`src/rtl/key_multi_accum_led.sv`:
```
// Key-driven multi-operand calculator: two debounced push-keys enter NUM_OPS operands,
// then the LEDs show their sum, difference, XOR or maximum as selected by mode.
module key_multi_accum_led #(
  parameter int WIDTH        = 2,
  parameter int NUM_OPS      = 2,
  parameter int DEBOUNCE_CYC = 500000,
  localparam int OUT_W       = WIDTH + $clog2(NUM_OPS),
  localparam int SIDX_W      = $clog2(NUM_OPS + 1)
) (
  input  logic              sys_clk,
  input  logic              sys_rst,
  input  logic              key_next,
  input  logic              key_inc,
  input  logic [1:0]        mode,
  output logic [OUT_W-1:0]  led,
  output logic [SIDX_W-1:0] state_idx,
  output logic              result_valid
);

  localparam int CNT_W = (DEBOUNCE_CYC > 1) ? $clog2(DEBOUNCE_CYC) : 1;
  localparam logic [CNT_W-1:0]  CNT_MAX    = CNT_W'(DEBOUNCE_CYC - 1);
  localparam logic [SIDX_W-1:0] ST_RESULT  = SIDX_W'(NUM_OPS);
  localparam logic [SIDX_W-1:0] ST_LAST_OP = SIDX_W'(NUM_OPS - 1);

  typedef enum logic [1:0] {
    MODE_SUM  = 2'b00,
    MODE_DIFF = 2'b01,
    MODE_XOR  = 2'b10,
    MODE_MAX  = 2'b11
  } mode_e;

  // Key path: index 0 is key_next, index 1 is key_inc (both active-low).
  logic [1:0]       keys_raw;
  logic [1:0]       sync1_q, sync2_q, deb_q, press_q;
  logic [CNT_W-1:0] cnt_q [2];

  assign keys_raw = {key_inc, key_next};

  always_ff @(posedge sys_clk) begin
    if (sys_rst) begin
      sync1_q <= '1;
      sync2_q <= '1;
      deb_q   <= '1;
      press_q <= '0;
      for (int i = 0; i < 2; i++) cnt_q[i] <= '0;
    end else begin
      sync1_q <= keys_raw;
      sync2_q <= sync1_q;
      press_q <= '0;
      for (int i = 0; i < 2; i++) begin
        if (sync2_q[i] == deb_q[i]) begin
          cnt_q[i] <= '0;
        end else if (cnt_q[i] == CNT_MAX) begin
          cnt_q[i]   <= '0;
          deb_q[i]   <= sync2_q[i];
          press_q[i] <= ~sync2_q[i];  // pulse only on the 1->0 (press) flip
        end else begin
          cnt_q[i] <= cnt_q[i] + 1'b1;
        end
      end
    end
  end

  logic next_evt, inc_evt;
  assign next_evt = press_q[0];
  assign inc_evt  = press_q[1] & ~press_q[0];

  logic [SIDX_W-1:0] state_q, state_d;
  logic              valid_q;
  logic [WIDTH-1:0]  ops_q [NUM_OPS];
  logic [WIDTH-1:0]  ops_d [NUM_OPS];
  mode_e             mode_q, mode_d;
  logic [OUT_W-1:0]  led_q, led_d;

  // NOTE: the operand array is reset explicitly because it is architectural state
  // the user sees; it is small, so there is no reason to leave it unreset.
  always_ff @(posedge sys_clk) begin
    if (sys_rst) begin
      state_q <= '0;
      valid_q <= 1'b0;
      mode_q  <= MODE_SUM;
      led_q   <= '0;
      for (int k = 0; k < NUM_OPS; k++) ops_q[k] <= '0;
    end else begin
      state_q <= state_d;
      valid_q <= (state_d == ST_RESULT);
      mode_q  <= mode_d;
      led_q   <= led_d;
      ops_q   <= ops_d;
    end
  end

  always_comb begin
    state_d = state_q;
    if (next_evt) state_d = (state_q == ST_RESULT) ? '0 : state_q + 1'b1;
  end

  always_comb begin
    ops_d  = ops_q;
    mode_d = mode_q;
    if (next_evt && state_q == ST_LAST_OP) mode_d = mode_e'(mode);
    if (inc_evt) begin
      for (int k = 0; k < NUM_OPS; k++) begin
        if (state_q == ST_RESULT)          ops_d[k] = '0;
        else if (state_q == SIDX_W'(k))    ops_d[k] = ops_q[k] + 1'b1;
      end
    end
  end

  // Result candidates are computed from the registered operands every cycle.
  logic [OUT_W-1:0] rest_sum, res_sum, res_diff;
  logic [WIDTH-1:0] res_xor, res_max;

  always_comb begin
    rest_sum = '0;
    res_xor  = ops_q[0];
    res_max  = ops_q[0];
    for (int k = 1; k < NUM_OPS; k++) begin
      rest_sum = rest_sum + OUT_W'(ops_q[k]);
      res_xor  = res_xor ^ ops_q[k];
      if (ops_q[k] > res_max) res_max = ops_q[k];
    end
    res_sum  = OUT_W'(ops_q[0]) + rest_sum;
    res_diff = OUT_W'(ops_q[0]) - rest_sum;
  end

  always_comb begin
    led_d = '0;
    if (state_q == ST_RESULT) begin
      unique case (mode_q)
        MODE_SUM:  led_d = res_sum;
        MODE_DIFF: led_d = res_diff;
        MODE_XOR:  led_d = OUT_W'(res_xor);
        MODE_MAX:  led_d = OUT_W'(res_max);
        default:   led_d = '0;
      endcase
    end else begin
      for (int k = 0; k < NUM_OPS; k++) begin
        if (state_q == SIDX_W'(k)) led_d = OUT_W'(ops_q[k]);
      end
    end
  end

  assign led          = led_q;
  assign state_idx    = state_q;
  assign result_valid = valid_q;

endmodule

```
`config.mk`:
```
export PLATFORM = sky130hd
export DESIGN_NAME = key_multi_accum_led
export DESIGN_NICKNAME = d
export VERILOG_FILES = /design/src/rtl/key_multi_accum_led.sv
export SDC_FILE = /design/constraint.sdc
export NUM_CORES = 1
export LEC_CHECK = 0
export CORE_MARGIN = 2
export CORE_UTILIZATION = 35
export DETAILED_ROUTE_END_ITERATION = 6
export PLACE_DENSITY_LB_ADDON = 0.12
export SYNTH_ARGS = -nofsm -noshare
export SYNTH_HDL_FRONTEND = slang
export SYNTH_SLANG_ARGS = --single-unit
```
`constraint.sdc`:
```
create_clock -name sys_clk -period 2.5 [get_ports sys_clk]
set_input_delay 0.625 -clock sys_clk [delete_from_list [all_inputs] [get_ports sys_clk]]
set_output_delay 0.625 -clock sys_clk [all_outputs]
set_load 0.02 [all_outputs]
```
-- After elaboration in Yosys (flattened, before gate mapping)
Memory sizes are Yosys's and may differ from the RTL's.
Cells that the tools add are included.
- memories kept: 1
- word-level logic and storage cells: 98
- bits in registers: 20
- output and inout bits: 6
- input port bits: 6
- RAM bits: 38
- memories (name ; depth ; width ; read ports ; clocked after memory_dff ; wr ports ; line ; text):
    cnt_q ; 2 ; 19 ; 2 ; 0 ; 2 ; 35 ; logic [CNT_W-1:0] cnt_q [2];
- $lt $le $gt $ge: 1
- bitwise logic cells: 15
- reduce and logical (&&, ||, !) cells: 11
- add/subtract/negate cells: 7
- equal/unequal tests: 10
- multiplexer cells: 41
- operator list (kind ; number):
    $mux W19 ; 6
    $add A19 B1 Y19 const B ; 2
    $eq A19 B19 Y1 const B ; 2
    $mux W1 ; 24
    $mux W2 ; 8
    $pmux W3 S4 ; 1
    $eq A2 B2 Y1 const B ; 4
    $reduce_and A2 Y1 ; 4
    $not A1 Y1 ; 7
    $add A2 B1 Y2 const B ; 3
    $mux W3 ; 2
    $or A1 B1 Y1 ; 6
    $reduce_or A3 Y1 ; 2
    $eq A2 B1 Y1 const B ; 2
    $logic_not A2 Y1 ; 2
    $reduce_bool A2 Y1 ; 2
    $add A2 B2 Y3 ; 1
    $sub A2 B2 Y3 ; 1
    $eq A1 B1 Y1 ; 2
    $gt A2 B2 Y1 ; 1
    $xor A2 B2 Y2 ; 1
    $and A1 B1 Y1 ; 1
    $logic_and A1 B1 Y1 ; 1

-- Longest topological paths before layout
Gate-level depths: netlist of run 1.
An unclocked memory read counts as a cell.
- word-level depth: 8
- depth in mapped cells: 8
- gate-level depth less buffers: 8

-- Worst setup path after synthesis of run 1
No wires, ideal clock.
- kind: register to register
- start point: register ops_q[2] (netlist name)
- end point: register led_q[1] (netlist: led[1])
- stages on the path, launching flop included: 8
- arrival: 1.684 ns
- required time: 2.372 ns
- slack: 0.688 ns
- path buffers: 0
- library setup time: 0.128 ns
- clock period less this slack: 1.812 ns
- cells stage by stage: dfxtp_1 -> inv_1 -> ha_1 -> inv_1 -> fa_1 -> mux4_2 -> a21oi_1 -> nor2_1
- longest elaborated chain between the ends: 4
- elaborated cells between the ends (all ways): 6
- those cells by class: 2 x add/sub; 1 x order compare; 3 x mux
- RTL lines (what ; line ; text):
    start, declared ; 70 ; logic [WIDTH-1:0] ops_q [NUM_OPS];
    start signal, assigned ; 89 ; ops_q <= ops_d;
    $gt A2 B2 Y1 ; 121 ; if (ops_q[k] > res_max) res_max = ops_q[k];
    $mux W2 ; 121 ;
    $pmux W3 S4 (*) ; 130 ; unique case (mode_q)
    $mux W3 (*) ; 129 ; if (state_q == ST_RESULT) begin
    end signal, assigned ; 88 ; led_q <= led_d;
    end, declared ; 73 ; logic [OUT_W-1:0] led_q, led_d;
Mark *: on every way between the ends. The rest lies on a longest branch, timed or not.
A chain may end at the register's enable or synchronous reset.

-- Final worst setup path of run 1
- start point: register state_q[0] (netlist: state_idx[0])
- end point: output port state_idx[0]
- RTL lines (what ; line ; text):
    start, declared ; 68 ; logic [SIDX_W-1:0] state_q, state_d;
    start signal, assigned ; 85 ; state_q <= state_d;
    end, declared ; 16 ; output logic [SIDX_W-1:0] state_idx,
No word-level cell between the ends.

==> results of run 1 <==
-- stage by stage --
step | total power [mW] | hold WS [ns] | util, %
6_report | 1.93 | 0.408 | 42.0
5_1_grt | 2.03 | 0.424 | 42.0
4_1_cts | 1.97 | 0.408 | 42.0
3_5_place_dp | 1.18 | 0.398 | 40.0
3_3_place_gp | 1.18 | 0.393 | 40.0
2_1_floorplan | 1.15 | 0.389 | -
-- path summary, 6_finish.rpt --
kind / start / endpoint / slack [ns] / depth (start not counted)
min: sync1_q[1] / sync2_q[1] / 0.41 / 1
max reg2reg: ops_q[2] / led[1] / 0.58 / 7
min reg2reg: sync1_q[1] / sync2_q[1] / 0.41 / 1
max: state_idx[0] / state_idx[0] / 0.53 / 1
-- synth_stat cells (2+ instances only) --
cell type                   n  area share, %
sky130_fd_sc_hd__or2_2      4           0.81
sky130_fd_sc_hd__inv_1     12            1.5
sky130_fd_sc_hd__clkbuf_1   5           0.61
sky130_fd_sc_hd__a211oi_1   2           0.49
sky130_fd_sc_hd__nand4_1   10            2.0
sky130_fd_sc_hd__buf_2      3           0.49
sky130_fd_sc_hd__buf_4      2           0.49
sky130_fd_sc_hd__o21ai_0   13            2.1
sky130_fd_sc_hd__nand3_1   13            2.1
sky130_fd_sc_hd__fa_1       2            1.3
sky130_fd_sc_hd__or3_1      7            1.4
sky130_fd_sc_hd__and3_1     5            1.0
sky130_fd_sc_hd__and2_1     3           0.61
sky130_fd_sc_hd__nor4b_1    2           0.57
sky130_fd_sc_hd__nor2_1    43            5.2
sky130_fd_sc_hd__xnor2_1   13            3.7
sky130_fd_sc_hd__o31ai_1    2           0.49
sky130_fd_sc_hd__edfxtp_1  38             37
sky130_fd_sc_hd__nand3b_1   2           0.49
sky130_fd_sc_hd__xor2_1    12            3.4
sky130_fd_sc_hd__dfxtp_1   20             13
sky130_fd_sc_hd__nor3_1     5           0.81
sky130_fd_sc_hd__a21oi_1   22            3.6
sky130_fd_sc_hd__nand4b_1   2           0.57
sky130_fd_sc_hd__or4_1      2           0.49
sky130_fd_sc_hd__ha_1       8            3.2
sky130_fd_sc_hd__and4_1     5            1.4
sky130_fd_sc_hd__nand2_1   24            2.9
sky130_fd_sc_hd__nand2b_1   3           0.61
sky130_fd_sc_hd__nor4_1     3           0.61
-- flip-flops by register name (all words and copies together) (netlist names) --
| signal | count |
|---|---|
| cnt_q | 38 |
| sync2_q | 2 |
| mode_q | 2 |
| ops_q | 4 |
| led | 3 |
| state_idx | 2 |
| deb_q | 2 |
| sync1_q | 2 |
| result_valid | 1 |
| press_q | 2 |
-- cells by family after synthesis --
logic type      after synthesis  share of synthesized area [%]
simple gates                144                           25.5
flops                        58                           49.9
compound gates               46                           8.50
xor+xnor                     25                           7.08
buf+inv                      23                           3.40
fa+ha+maj                    10                           4.53
mux                           2                           1.05
other cells                   1                          0.121
-- layout make-up --
| class | count | area, sq um |
|---|---|---|
| tap | 108 | 135 |
| timing repair buffer | 16 | 148 |
| multi-input combinational | 265 | 1580 |
| sequential | 58 | 1540 |
| inverter | 12 | 45.0 |
| clock inverter | 3 | 15.0 |
| fill | 870 | 5010 |
| clock buffer | 13 | 159 |
-- metal layers --
layer | GRT usage [%] | share of wire (%) | vias up
li1 | - | - | 1181
met3 | 4.29 | 2.5 | 2
met5 | 0 | 0 | -
met1 | 15.9 | 48 | 1071
met2 | 20.3 | 48 | 21
met4 | 3.85 | 0.76 | 0
-- cell usage in the layout, fill, tap and decap left out, types with 2 or more instances in the layout --
cell                              instances
sky130_fd_sc_hd__and2_1                   3
sky130_fd_sc_hd__nand2_1                 24
sky130_fd_sc_hd__nand2b_1                 3
sky130_fd_sc_hd__nor2_1                  43
sky130_fd_sc_hd__nand3_1                 13
sky130_fd_sc_hd__nand4b_1                 2
sky130_fd_sc_hd__nor4b_1                  2
sky130_fd_sc_hd__or3_1                    7
sky130_fd_sc_hd__buf_4                    5
sky130_fd_sc_hd__o31ai_1                  2
sky130_fd_sc_hd__nor3_1                   5
sky130_fd_sc_hd__inv_1                   12
sky130_fd_sc_hd__fa_1                     2
sky130_fd_sc_hd__conb_1                  38
sky130_fd_sc_hd__edfxtp_1                38
sky130_fd_sc_hd__clkinv_2                 3
sky130_fd_sc_hd__and3_1                   5
sky130_fd_sc_hd__and4_1                   5
sky130_fd_sc_hd__clkdlybuf4s50_1         11
sky130_fd_sc_hd__xnor2_1                 13
sky130_fd_sc_hd__xor2_1                  12
sky130_fd_sc_hd__a211oi_1                 2
sky130_fd_sc_hd__dfxtp_1                 20
sky130_fd_sc_hd__nand4_1                 10
sky130_fd_sc_hd__or4_1                    2
sky130_fd_sc_hd__o21ai_0                 13
sky130_fd_sc_hd__ha_1                     8
sky130_fd_sc_hd__a21oi_1                 22
sky130_fd_sc_hd__nand3b_1                 2
sky130_fd_sc_hd__nor4_1                   3
sky130_fd_sc_hd__clkbuf_1                 2
sky130_fd_sc_hd__clkbuf_8                11
sky130_fd_sc_hd__or2_2                    4
-- power by group through the flow --
stage / Sequential, mW / Clock [mW] / Combinational (mW)
after floorplan: 1.09 / 0 / 0.0593
after global placement: 1.10 / 0 / 0.0751
after detailed placement: 1.10 / 0 / 0.0751
after CTS: 1.08 / 0.814 / 0.0757
after global routing: 1.09 / 0.853 / 0.0874
final: 1.08 / 0.771 / 0.0762
==> impl_summary.md, run 1 <==
Power and ir drop
The share of total power consumed by net switching is 22.6%. The analysis attributes to cell leakage a power of 1.29 nW. The power density of the placed cells is 532 nW/um^2. In this run, the clock network consumes 40.0% of the power. IR analysis of the VDD net gives a maximum drop of 269 uV.

The internal power of the cells is approximately 1.5 mW. The analysis attributes to net switching a power of roughly 440 uW. Combinational logic burns under 10% of the power. The part of the total power dissipated in sequential elements is 56.1%.

Critical path
The arrival time reported for the critical path endpoint is ~1.3 ns. The buffering stage count on the worst path with inverters included is 1. The critical path in this run is classified as reg -> out.

Walking the worst path, the cells encountered are clkdlybuf4s50_1. The stage delay of the slowest cell on the critical path is 0.63 ns. The worst setup path is captured at an output port. Grouping stages by cell kind, the critical path spends the most delay in buffers and inverters. Data on the critical path is required at its endpoint by 1.88 ns. STA classifies the critical path startpoint as a flop. The worst-path maximum fanout is 4. The cell type of the slowest stage on the worst timing path is sky130_fd_sc_hd__clkdlybuf4s50_1.

Clock tree
The post-CTS setup buffer count is 0. The clock passes through at most 2 buffers. The clock latency at the later pin of the worst-skew pair is 0.33 ns. The root buffer cell is sky130_fd_sc_hd__clkbuf_8. After clock tree synthesis, the clock-pin slew on the worst setup and hold paths is ~0.060 ns. In this run the number of H-tree levels came out at 3. The number of hold buffers added after CTS is 0.

The post-CTS resize count is 0. Clock tree synthesis inserted a total of 9 buffers. The total number of clock tree sinks is 58. The clock tree from TritonCTS is done.

Logic synthesis
Synthesis inferred 58 register bits. Sequential elements use 49.9% of the synthesized area. Yosys mapped the design onto 52 distinct sky130hd cell types. The most used flip-flop cell after synthesis is sky130_fd_sc_hd__edfxtp_1.

The number of standard cells after synthesis is 309. Averaged over all synthesized cells, the footprint is 10.0 sq um. The Yosys step of the flow raised 0 warnings. The share of synthesized flip-flops with an asynchronous set or reset is 0%.

In this run, synthesis inferred 38 flip-flops with an integrated enable. Summing every instance area after synthesis gives 3090 sq um.

Floorplan
For this configuration, the core starts out at a cell density of a little over a third. The die is 98.0 um wide. The floorplan die height is 98.0 um. The die covers 9600 sq um. The region available for standard cell placement spans 8640 sq um. During I/O placement, the number of pins put on the boundary was 12. The site row count is 34.

Drt
The first routing iteration left 75 violations. The routed length per placed instance is 11.9 um. The post-route DRC violation count is 0. The total wire length is 5.67 mm. The via count is 2275.

The number of antenna-violating nets in the routed design is 0. The number of detailed-route iterations in the first pass is 4. Using the TritonRoute via totals, the vias-per-cell ratio works out to 4.79.

Global routing
Entering global routing, the biggest net connects 18 pins. The total global-route track usage is 12.6%. The first-pass GRT wire length is 9.77 mm. The number of global-route vias before repair is ~2100.

The number of antenna violations at the first check in global routing is 0. Summed over all layers, the global routing overflow is 0.

Placement
Input and output buffers added on the ports amount to 11. Prior to clock tree synthesis, the placed netlist has a worst setup slack of 0.406 ns. The total cell area at the placement stage is 3450 sq um. At the end of routability-driven placement, the weighted congestion stood at about 0.76. The detailed-placement wirelength estimate is 4.10 mm.

After detailed placement, the design holds a cell count of around 460.

STA
The final worst-path setup slack is 0.532 ns. The number of pins with negative max-slew slack in the final report was 0. The setup skew after layout is 0.0124 ns. Setup violations remaining at the end of the flow were counted as 0. The highest achievable clock rate is 508 MHz. Setup repair after global routing left no endpoint under its margin. The setup TNS is 0 ns. The final-report hold violation count is 0. The post-route minimum period is slightly below 2 ns. The ratio of final minimum period to clock period is about four fifths.

Final layout
After routing the design area is 3630 sq um. The ratio of cells with drive above 1 in the final layout is 8.99%. 0 antenna diodes ended up in the layout. Relative to the synthesized area, the layout overhead comes to 17.3%. The filler-free cell count of the finished design is approximately 480.

For this run, the post-layout net count is 378.

Hold path
The worst min-delay path category is reg -> reg.

Run
Max-cap violations in this run came to 0.

Outcome
The flow ran to the end, and the final reports show no timing, DRC or antenna violations.
No activity file was read; power rests on OpenSTA's default activity.
==> run 2, diff against run 1 <==
==> constraint.sdc (replaced) <==
create_clock -name sys_clk -period 1.86 [get_ports sys_clk]
set_input_delay 0.465 -clock sys_clk [delete_from_list [all_inputs] [get_ports sys_clk]]
set_output_delay 0.465 -clock sys_clk [all_outputs]
set_load 0.02 [all_outputs]
==> impl_summary.md, run 2 (synthesized netlist as in run 1, its figures left out) <==
Drt
The per-cell via count in the routed design was 4.78 (-0.25%). The total wire length is 5.85 mm (+3.2%). The number of antenna-violating nets in the routed design is 0 (unchanged). The number of detailed-route iterations in the first pass is 4 (unchanged). The initial DRC count came to 68 (-9.3%). The routed length per placed instance is 11.9 um (about the same). The post-route DRC violation count is 0 (unchanged). The via count came to 2341 (+2.9%).

STA
The setup skew after layout was 0.00976 ns (-0.00260 ns). Setup repair after global routing could not meet its margin everywhere. The number of pins with negative max-slew slack in the final report is 0 (unchanged).

The final critical path takes up a little over nine tenths of the cycle. The final worst-path setup slack is 0.0785 ns (-0.453 ns). The setup violation total in the final timing report is 0 (unchanged). The tightest hold margin is 0.413 ns (+0.00568 ns). The highest achievable clock rate is 561 MHz. For the finished layout, the period the worst path requires is 1.78 ns. The setup TNS is 0 ns (unchanged).

The final-report hold violation count is 0 (unchanged).

Final layout
The flip-flop count of the largest register after layout is 38 (unchanged). Leaving out fill and tap cells, the most frequent cell in the layout is sky130_fd_sc_hd__nor2_1. The antenna diode count was 0 (unchanged). The count of nets after finishing came to 393 (+4.0%). Compared with the post-synthesis result, the final layout area differs by 22.3%. cnt_q holds more flip-flops than any other register. The ratio of cells with drive above 1 in the final layout came to 14.9% (+5.9 points). The library cells used most frequently in the layout, excluding fill and tap cells, are sky130_fd_sc_hd__nor2_1 (43), sky130_fd_sc_hd__edfxtp_1 (38), sky130_fd_sc_hd__conb_1 (38). The post-layout utilization of the core is 43.8% (+1.8 points). The cell area after layout is 3780 sq um (+4.3%).

Global routing
The overall overflow remaining after global route is 0 (unchanged). The maximum number of pins on one net before global-route repair is 19 (+1). The total global-route track usage is 13.4% (+0.82 points). The first-pass GRT wire length was 10.2 mm (+4.7%). The number of global-route vias before repair came to 2248 (+6.6%). The number of antenna violations at the first check in global routing is 0 (unchanged).

Placement
The pre-CTS setup slack is -0.00257 ns (-0.408 ns). The total cell area at the placement stage is 3580 sq um (+3.8%). The routability congestion estimate was 0.757 (+0.12%). The number of port buffers was 11 (unchanged). The detailed-placement wirelength estimate is 4.26 mm (+3.9%).

Clock tree
The number of buffers on the longest clock path is 2 (unchanged). TritonCTS built the clock tree. The total clock buffers created by CTS is 9 (unchanged). The clock latency at the later pin of the worst-skew pair came to 0.35 ns (+0.02 ns). The number of levels the H-tree was split into is 3 (unchanged).

The clock edge transition at the registers on the reported setup and hold paths is 0.08 ns (+0.02 ns). The root buffer cell is sky130_fd_sc_hd__clkbuf_8. The total number of clock tree sinks is 58 (unchanged).

Critical path
The category of the worst setup path launch point is a flop. The register-to-register path setup slack is 0.08 ns (-0.50 ns). The category of the most critical setup path is reg -> reg.

The required time of the critical path is 2.10 ns (+0.22 ns). The endpoint identified for the worst register-to-register timing path is led[1]. The number of cells traversed by the worst register-to-register path came to 7 (unchanged). Walking the worst path, the cells encountered are inv_2 > ha_1 > inv_1 > fa_1 > mux4_2 > a21oi_2 > nor2_1. The slowest stage of the critical path is the sky130_fd_sc_hd__fa_1 cell. The kind of end point of the critical path is a flop. The startpoint of the worst-slack reg-to-reg timing path is ops_q[2]. The worst-path maximum fanout is 4 (unchanged). The stage delay of the slowest cell on the critical path is 0.46 ns (-0.17 ns). The arrival time reported for the critical path endpoint is 2.02 ns (+0.68 ns).

Power and ir drop
The peak supply drop is 372 uV (+38%). The internal power of the cells is 1.96 mW (+31%). The power share of the combinational group is 4.7% (+0.8 points). The power density of the placed cells is 695 nW/um^2 (+31%). The share of power burned in the clock network is 40.2% (+0.2 points).

The part of the total power dissipated in sequential elements is 55.1% (-1.0 points). The share of total power consumed by net switching came to 25.4% (+2.8 points). The switching power total came to 668 uW (+53%). The cell leakage power was 1.41 nW (+9.5%).

Outcome
The run finished with clean final reports.

Hold path
The worst min-delay path category is reg -> reg. The end of the worst hold path is sync2_q[1]. The number of cells traversed by the worst hold path is 1 (unchanged). The start point of the worst hold path is sync1_q[1].

Floorplan
The floorplan die height came to 98.0 um (unchanged). The site row count is 34 (unchanged). The area of the die is 9600 sq um (unchanged). The width of the die is 98.0 um (unchanged). The number of top-level pins came to 12 (unchanged).

The initial core utilization is 35.8% (unchanged). The placeable core region was 8640 sq um (unchanged).

Run
The number of max-cap violations was 0 (unchanged).
-- run 2: layout make-up --
cell class	instances	area (sq um)
clock buffer	9	124
tap	108	135
sequential	58	1540
multi-input combinational	265	1590
inverter	12	45.0
timing repair buffer	31	290
clock inverter	7	51.3
fill	871	4850
-- run 2: power groups by stage --
| stage | logic (mW) | registers (mW) | clock network, mW |
|---|---|---|---|
| global placement | 0.121 | 1.48 | 0 |
| global route | 0.143 | 1.46 | 1.16 |
| CTS | 0.122 | 1.45 | 1.10 |
| detailed placement | 0.121 | 1.48 | 0 |
| finish | 0.125 | 1.45 | 1.06 |
| floorplan | 0.0797 | 1.47 | 0 |
-- run 2: stage by stage --
stage,instances,total power [mW]
final,490,2.63
after global routing,490,2.76
after CTS,489,2.67
after detailed placement,473,1.60
after global placement,473,1.60
after floorplan,346,1.55
-- run 2: repair_timing --
action / in CTS / in global routing
hold buffers: 0 / 0
gates resized for setup: 1 / 8
hold endpoints to repair: 0 / 0
pin swaps: 0 / 2
buffers inserted: 0 / 1
setup endpoints to repair: 1 / 28
-- run 2: worst max path at each step --
| stage | start | to | slack [ns] |
|---|---|---|---|
| floorplan | ops_q[2] | led[1] | 0.05 |
| global placement | sys_rst | cnt_q[0][13] | 0.005 |
| detailed placement | sys_rst | cnt_q[0][16] | -0.003 |
| CTS | state_idx[1] | state_idx[1] | 0.002 |
| global route | ops_q[2] | led[1] | -0.02 |
| finish | ops_q[2] | led[1] | 0.08 |
-- run 2: metal layers --
metal  wire (um)  GRT usage [%]  up-vias
li1            -              -     1213
met1        2820           16.7     1097
met2        2750           21.0       20
met3         137           3.72       11
met4         139           7.37        0
met5           0              0        -
-- run 2: critical path: cells and delay by family (launching register included) --
kind,cells,cell delay (ns)
buf+inv,2,0.11
compound gates,1,0.12
simple gates,1,0.04
fa+ha+maj,2,0.59
mux,1,0.46
flops,1,0.34
